[config.mk]
export PLATFORM = sky130hd
export DESIGN_NAME = sprite_motion_ctrl
export DESIGN_NICKNAME = d
export VERILOG_FILES = /design/src/rtl/sprite_motion_ctrl.sv
export SDC_FILE = /design/constraint.sdc
export NUM_CORES = 1
export LEC_CHECK = 0
export BUFFER_PORTS_ARGS = -buffer_cell sky130_fd_sc_hd__buf_2
export CAP_MARGIN = 20
export CORE_MARGIN = 1
export CORE_UTILIZATION = 59
export CTS_CLUSTER_DIAMETER = 100
export DETAILED_ROUTE_END_ITERATION = 10
export HOLD_SLACK_MARGIN = 0.06
export PLACE_DENSITY = 0.85
export SETUP_SLACK_MARGIN = 0.1
export SYNTH_ARGS = -nofsm -noshare
export SYNTH_HDL_FRONTEND = slang
export SYNTH_SLANG_ARGS = --single-unit
export TNS_END_PERCENT = 30
[constraint.sdc]
create_clock -name VGA_CLK -period 5.19 [get_ports VGA_CLK]
set_input_delay 1.2975 -clock VGA_CLK [delete_from_list [all_inputs] [get_ports VGA_CLK]]
set_output_delay 1.2975 -clock VGA_CLK [all_outputs]
set_load 0.02 [all_outputs]
[src/rtl/sprite_motion_ctrl.sv]
// Frame-synchronous sprite position controller: bounces or nudges the sprite once per N frames, in blanking.
// Optional manual nudge logic is compiled in when SPRITE_MANUAL_EN is defined.
module sprite_motion_ctrl #(
   parameter int XMAX            = 156,
   parameter int YMAX            = 116,
   parameter int FRAMES_PER_STEP = 2,
   parameter int X_INIT          = 0,
   parameter int Y_INIT          = 0
) (
   input  logic       VGA_CLK,
   input  logic       resetn,
   input  logic [7:0] xvga,
   input  logic [6:0] yvga,
   input  logic       enable,
   input  logic       btn_left,
   input  logic       btn_right,
   input  logic       btn_up,
   input  logic       btn_down,
   output logic [7:0] x,
   output logic [6:0] y,
   output logic       frame_tick,
   output logic       moving
);

   localparam logic [7:0] X_MAX     = 8'(XMAX);
   localparam logic [6:0] Y_MAX     = 7'(YMAX);
   localparam logic [7:0] FCNT_LAST = 8'(FRAMES_PER_STEP - 1);

   typedef enum logic [1:0] {IDLE, WAIT, STEP} state_t;

   state_t     state, state_next;
   logic [7:0] fcnt, fcnt_next;
   logic       last, last_q;
   logic       dx, dy, dx_next, dy_next;
   logic [7:0] x_next;
   logic [6:0] y_next;
   logic       req_l, req_r, req_u, req_d, manual;

   assign last   = (xvga == 8'd159) && (yvga == 7'd119);
   assign moving = (state != IDLE);

   // Edge-detect the last pixel so a held coordinate yields a single tick.
   always_ff @(posedge VGA_CLK or negedge resetn) begin
      if (!resetn) begin
         last_q     <= 1'b0;
         frame_tick <= 1'b0;
      end else begin
         last_q     <= last;
         frame_tick <= last & ~last_q;
      end
   end

   always_ff @(posedge VGA_CLK or negedge resetn) begin
      if (!resetn) begin
         state <= IDLE;
         fcnt  <= 8'd0;
      end else begin
         state <= state_next;
         fcnt  <= fcnt_next;
      end
   end

   always_comb begin
      state_next = state;
      fcnt_next  = fcnt;
      case (state)
         IDLE: begin
            fcnt_next = 8'd0;
            if (enable) state_next = WAIT;
         end
         WAIT: begin
            if (!enable) begin
               state_next = IDLE;
               fcnt_next  = 8'd0;
            end else if (frame_tick) begin
               if (fcnt == FCNT_LAST) begin
                  fcnt_next  = 8'd0;
                  state_next = STEP;
               end else begin
                  fcnt_next = fcnt + 8'd1;
               end
            end
         end
         STEP:    state_next = enable ? WAIT : IDLE;
         default: begin
            state_next = IDLE;
            fcnt_next  = 8'd0;
         end
      endcase
   end

`ifdef SPRITE_MANUAL_EN
   logic lat_l, lat_r, lat_u, lat_d;

   // A button held during STEP survives into the next step's latch.
   always_ff @(posedge VGA_CLK or negedge resetn) begin
      if (!resetn) begin
         {lat_l, lat_r, lat_u, lat_d} <= 4'b0;
      end else if (state != IDLE && state_next == IDLE) begin
         {lat_l, lat_r, lat_u, lat_d} <= 4'b0;
      end else if (state == STEP) begin
         {lat_l, lat_r, lat_u, lat_d} <= {btn_left, btn_right, btn_up, btn_down};
      end else begin
         {lat_l, lat_r, lat_u, lat_d} <= {lat_l | btn_left, lat_r | btn_right,
                                          lat_u | btn_up, lat_d | btn_down};
      end
   end

   assign {req_l, req_r, req_u, req_d} = {lat_l, lat_r, lat_u, lat_d};
`else
   logic unused_btn;
   assign unused_btn = ^{btn_left, btn_right, btn_up, btn_down};
   assign {req_l, req_r, req_u, req_d} = 4'b0;
`endif

   assign manual = req_l | req_r | req_u | req_d;

   always_comb begin
      x_next  = x;
      y_next  = y;
      dx_next = dx;
      dy_next = dy;
      if (manual) begin
         if (req_l && !req_r) begin
            x_next  = (x == 8'd0) ? 8'd0 : x - 8'd1;
            dx_next = 1'b0;
         end else if (req_r && !req_l) begin
            x_next  = (x >= X_MAX) ? X_MAX : x + 8'd1;
            dx_next = 1'b1;
         end
         if (req_u && !req_d) begin
            y_next  = (y == 7'd0) ? 7'd0 : y - 7'd1;
            dy_next = 1'b0;
         end else if (req_d && !req_u) begin
            y_next  = (y >= Y_MAX) ? Y_MAX : y + 7'd1;
            dy_next = 1'b1;
         end
      end else begin
         if (dx && x >= X_MAX) begin
            x_next  = X_MAX - 8'd1;
            dx_next = 1'b0;
         end else if (!dx && x == 8'd0) begin
            x_next  = 8'd1;
            dx_next = 1'b1;
         end else begin
            x_next = dx ? x + 8'd1 : x - 8'd1;
         end
         if (dy && y >= Y_MAX) begin
            y_next  = Y_MAX - 7'd1;
            dy_next = 1'b0;
         end else if (!dy && y == 7'd0) begin
            y_next  = 7'd1;
            dy_next = 1'b1;
         end else begin
            y_next = dy ? y + 7'd1 : y - 7'd1;
         end
      end
   end

   always_ff @(posedge VGA_CLK or negedge resetn) begin
      if (!resetn) begin
         x  <= 8'(X_INIT);
         y  <= 7'(Y_INIT);
         dx <= 1'b1;
         dy <= 1'b1;
      end else if (state == STEP) begin
         x  <= x_next;
         y  <= y_next;
         dx <= dx_next;
         dy <= dy_next;
      end
   end

endmodule

## After elaboration in Yosys (flattened, before gate mapping)

Cells that the tools add are included.

| cells by class | value |
|---|---|
| eq/ne operators | 8 |
| reduce and logical (&&, ||, !) cells | 17 |
| $add $sub $neg | 5 |
| bitwise logic cells | 3 |
| muxes and demuxes | 20 |
| $lt $le $gt $ge | 2 |

Operators by type and width:

| kind | number |
|---|---|
| $mux W8 | 6 |
| $mux W7 | 3 |
| $add A8 B1 Y8 const B | 2 |
| $pmux W8 S2 | 1 |
| $eq A8 B1 Y1 const B | 1 |
| $eq A8 B8 Y1 const B | 1 |
| $ge A8 B8 Y1 const B | 1 |
| $logic_not A8 Y1 | 1 |
| $mux W2 | 4 |
| $sub A8 B1 Y8 const B | 1 |
| $add A7 B1 Y7 const B | 1 |
| $eq A7 B7 Y1 const B | 1 |
| $ge A7 B7 Y1 const B | 1 |
| $logic_not A7 Y1 | 1 |
| $sub A7 B1 Y7 const B | 1 |
| $ne A3 B3 Y1 const B | 2 |
| $pmux W2 S3 | 1 |
| $reduce_and A2 Y1 | 3 |
| $reduce_bool A2 Y1 | 3 |
| $logic_and A1 B1 Y1 | 5 |
| $mux W1 | 5 |
| $reduce_and A3 Y1 | 1 |
| $eq A2 B1 Y1 const B | 1 |
| $eq A2 B2 Y1 const B | 1 |
| 5 further kinds | 7 |

| storage, ports and cells | value |
|---|---|
| flip-flop bits (word level) | 29 |
| input port bits | 22 |
| output and inout port bits | 17 |

## Longest topological paths before layout

| logic depth | value |
|---|---|
| depth in word-level cells | 5 |
| depth in mapped cells | 7 |
| depth with buffers taken out | 7 |

## Least setup slack after synthesis

No wires, ideal clock.

| path | value |
|---|---|
| path kind | reg2reg |
| start | register y[0] |
| end | register y[6] |
| setup slack | 3.018 ns |
| cell stages (with the launch flop) | 8 |
| period minus slack after synthesis | 2.172 ns |
| arrival | 2.048 ns |
| setup time | 0.124 ns |
| path buffers | 0 |
| required time | 5.066 ns |
| path through | dfrtp_1 inv_1 fa_1 nand2b_1 a2111oi_2 a211oi_2 nor4b_2 a211o_1 |

| on the way | value |
|---|---|
| cells in the longest elaborated chain, start to end | 4 |
| elaborated cells on any way between the ends | 9 |
| those cells by class | 2 x add/sub; 1 x order compare; 3 x mux; 3 x reduce/logical |

Ends and longest elaborated chain:

| item | line | text |
|---|---|---|
| from (decl) | 20 | `output logic [6:0] y,` |
| from (signal assigned) | 163 | `y <= 7'(Y_INIT);` |
| from (signal assigned) | 168 | `y <= y_next;` |
| $sub A7 B1 Y7, or another cell as far along | 155 | `y_next = dy ? y + 7'd1 : y - 7'd1;` |
| $mux W7 or $logic_and A1 B1 Y1 (tied branches) | 155, 151 |  |
| $mux W7 | 151 | `end else if (!dy && y == 7'd0) begin` |
| $mux W7 (*) | 148 | `if (dy && y >= Y_MAX) begin` |

Mark *: on every way between the ends. The rest lies on a longest branch, timed or not.
A chain may end at the register's enable or synchronous reset.

## Worst setup path in the final report

| path | value |
|---|---|
| start | register state[0] |
| end | output port moving |

| on the way | value |
|---|---|
| cells in the longest elaborated chain, start to end | 1 |

Ends and longest elaborated chain:

| item | line | text |
|---|---|---|
| from (decl) | 31 | `state_t state, state_next;` |
| from (signal assigned) | 58 | `state <= state_next;` |
| $reduce_bool A2 Y1 | 40 | `assign moving = (state != IDLE);` |
| to (decl) | 22 | `output logic moving` |

Every way passes these cells.

==> impl_metrics.tcl <==
set metrics [dict create \
    cap_viol_max_count 0 \
    clk_path_buf_depth 2 \
    grt.met3_usage_pct 7.21 \
    fillCellCount 266 \
    synth_warnings 0 \
    io_buffers 34 \
    path_class "flop to output pin" \
    setup.worst_path.end_class "output pin" \
    final_layout_size_suffix_gt1_share_pct 22.4 \
    die_area_sq_um 3510 \
    worstSkewPairLatency_ps 330 \
    busiest_layer "met2" \
    first_pass_iters 4 \
    core_sq_um 3080 \
    setup_tns_ps 0 \
    slew_headroom_pct 48.0 \
    cts_buffers 5 \
    drt.antenna.violating_nets 0 \
    synth_adder_area_share_pct 10.5 \
    grt_pass1_wl_um 6510 \
    syn_avg_cell_area_sq_um 9.38 \
    drc 0 \
    grt_setup_unrepaired "no" \
    syn_to_final_growth_pct 13.9 \
    async_flop_share_pct 100 \
    status "complete, no violations" \
    ctsResizeCount 0 \
    hpwl_um 2910 \
    use_met1_pct 30.2 \
    finalSetupViolCount 0 \
    place_congestion 0.820 \
    ys_types 53 \
    cellPowerDensity_nw_per_um2 178 \
    drtIter0Drc 61 \
    critPathRequiredTime_ps 3890 \
    dominantRegCellSynth "dfrtp_1" \
    irDropWorstVdd_v 0.000183 \
    num_rows 20 \
    syn_nets 243 \
    hold_class "flop to flop" \
    synth_top_cell_area_share_pct 35.0 \
    hold_viol_final 0 \
    synth_largest_area_cell "dfrtp_1" \
    worstMarginPinSlew_ps 780 \
    cp_top_family "flip-flops" \
    synthMuxAreaShare_pct 1.55 \
    crit_buf_inv 1 \
    fp.dieH_um 59.2 \
    ios 39 \
    worst_clock_skew_ps 5.99 \
    cts_setup_buffers 0 \
    power_mw 0.392 \
    vias 1673 \
    fin_crit_sh_pct 48.1 \
    synthXorXnorAreaFrac_pct 4.98 \
    multi_input_area_sq_um 1160 \
    cellLeakagePower_nw 1.10 \
    yosys.area_share.simple_pct 23.6 \
    ctsHoldBuffers 0 \
    path_clk_slew_ps 90 \
    yosysSeqAreaShare_pct 37.7 \
    antenna_found_initial 0 \
    fin_nets 281 \
    post_drt_wl_per_cell_um 13.1 \
    die_width_um 59.2 \
    regArea_sq_um 728 \
    numClockSinks 29 \
    layout_common_cells "34 x buf_2, 27 x dfrtp_1, 25 x nor2_1, 15 x nand2_1" \
    slowest_delay_ps 420 \
    ys_ff_latch 29 \
    synth_area_sq_um 1930 \
    final_common_cell "buf_2" \
    finalCriticalPeriod_ps 2500 \
    cts_root_buf "clkbuf_4" \
    wl_um 3790 \
    via_per_inst 5.79 \
    arrival_ps 1200 \
    gr-usage-met2_pct 42.7 \
    worstSetupStartpointType "flop" \
    h-tree-depth 2 \
    slowest_stage "dfrtp_1" \
    grt_pass1_vias 1560 \
    start_util_pct 62.8 \
    cts_tree "done" \
    crit_chain "or2_2, buf_2" \
    grt_overflow 0 \
    grt_max_degree 30 \
    antenna_cells 0 \
    synth_top_family_by_area "simple AND/OR/NAND/NOR gates" \
    max_freq_mhz 400 \
    synth_cells 206 \
    grt.total_usage_pct 25.2 \
    yosys-top-cells-area "dfrtp_1 35%, ha_1 8.4%, nor2_1 4.9%, a21oi_1 3.4%, o21ai_0 3.1%" \
    synth_edf_count 0 \
    drv_slew 0 \
    synth_compound_area_share_pct 19.3 \
    worstPathMaxFanout 5 \
]
-- Yosys cell counts (2+ instances only) --
cell,count
a211oi_1,3
a21o_1,5
a21oi_1,13
a22o_1,3
a311o_1,2
clkbuf_1,3
dfrtp_1,27
dfstp_2,2
fa_1,2
ha_1,13
inv_1,8
mux2i_1,3
nand2_1,15
nand2b_1,2
nand3_1,6
nand4_1,2
nand4b_1,3
nor2_1,25
nor2_4,2
nor2b_1,6
nor3_1,4
nor3b_1,2
nor4_1,2
o21ai_0,12
o21ai_1,2
o21bai_1,2
o41ai_1,2
xnor2_1,5
xor2_1,6
-- worst reg2reg max path, delay by kind of cell (launching register included) --
kind                       cells  cell delay [ps]
xor gates and xnor gates       1               90
AOI/OAI and AO/OA              4              970
buffers and inverters          1              150
adders and majority gates      1              440
DFF                            1              570
-- worst paths after layout --
kind / from / to / slack (ps) / cells after the start
max: state[0] / moving / 2690 / 2
max in group asynchronous: resetn / y[3] / 3800 / 1
min in group asynchronous: resetn / x[3] / 970 / 1
min: last_q / frame_tick / 410 / 1
min reg2reg: last_q / frame_tick / 410 / 1
max reg2reg: dx / x[6] / 2860 / 7
-- routing by layer --
layer / wire length [um] / part of all wire, %
met4: 47 / 1.2
met2: 1860 / 49
met5: 0 / 0
met1: 1690 / 45
met3: 187 / 4.9
-- cell type report --
cell class                      instances  share of cell area (%)
Multi-Input combinational cell        165                    52.6
Sequential cell                        29                    33.1
Timing Repair Buffer                   35                    8.07
Tap cell                               44                    2.50
Clock buffer                            6                    1.88
Inverter                                8                    1.36
Clock inverter                          2                   0.455
-- per-stage QoR --
| stage | setup WS, ps | cells | util [%] | hold slack, ps | area, sq um |
|---|---|---|---|---|---|
| final | 2690 | 289 | 71.5 | 407 | 2200 |
| after global routing | 2620 | 289 | 71.5 | 415 | 2200 |
| after CTS | 2680 | 289 | 71.5 | 410 | 2200 |
| after detailed placement | 2840 | 281 | 69.8 | 398 | 2150 |
| after global placement | 2870 | 281 | 69.8 | 384 | 2150 |
| after floorplan | 3020 | 206 | - | 378 | 1930 |
-- sequential cells by signal (all words and copies together), names as in the netlist --
signal	count
y	7
state	2
frame_tick	1
x	8
dx	1
dy	1
fcnt	8
last_q	1
-- cell families (layout without fill, tap and decap cells) --
group,after synthesis,after routing
simple gates,81,81
compound gates,55,55
flops,29,29
fa+ha+maj,15,15
buf+inv,12,51
xor+xnor,11,11
mux,3,3
-- report_power, final --
part | total, mW | internal (mW) | switching (mW)
clock network | 0.129 | 0.0514 | 0.0775
logic | 0.0314 | 0.0144 | 0.0170
registers | 0.232 | 0.229 | 0.00307
Power figures use the tool's default switching activity.
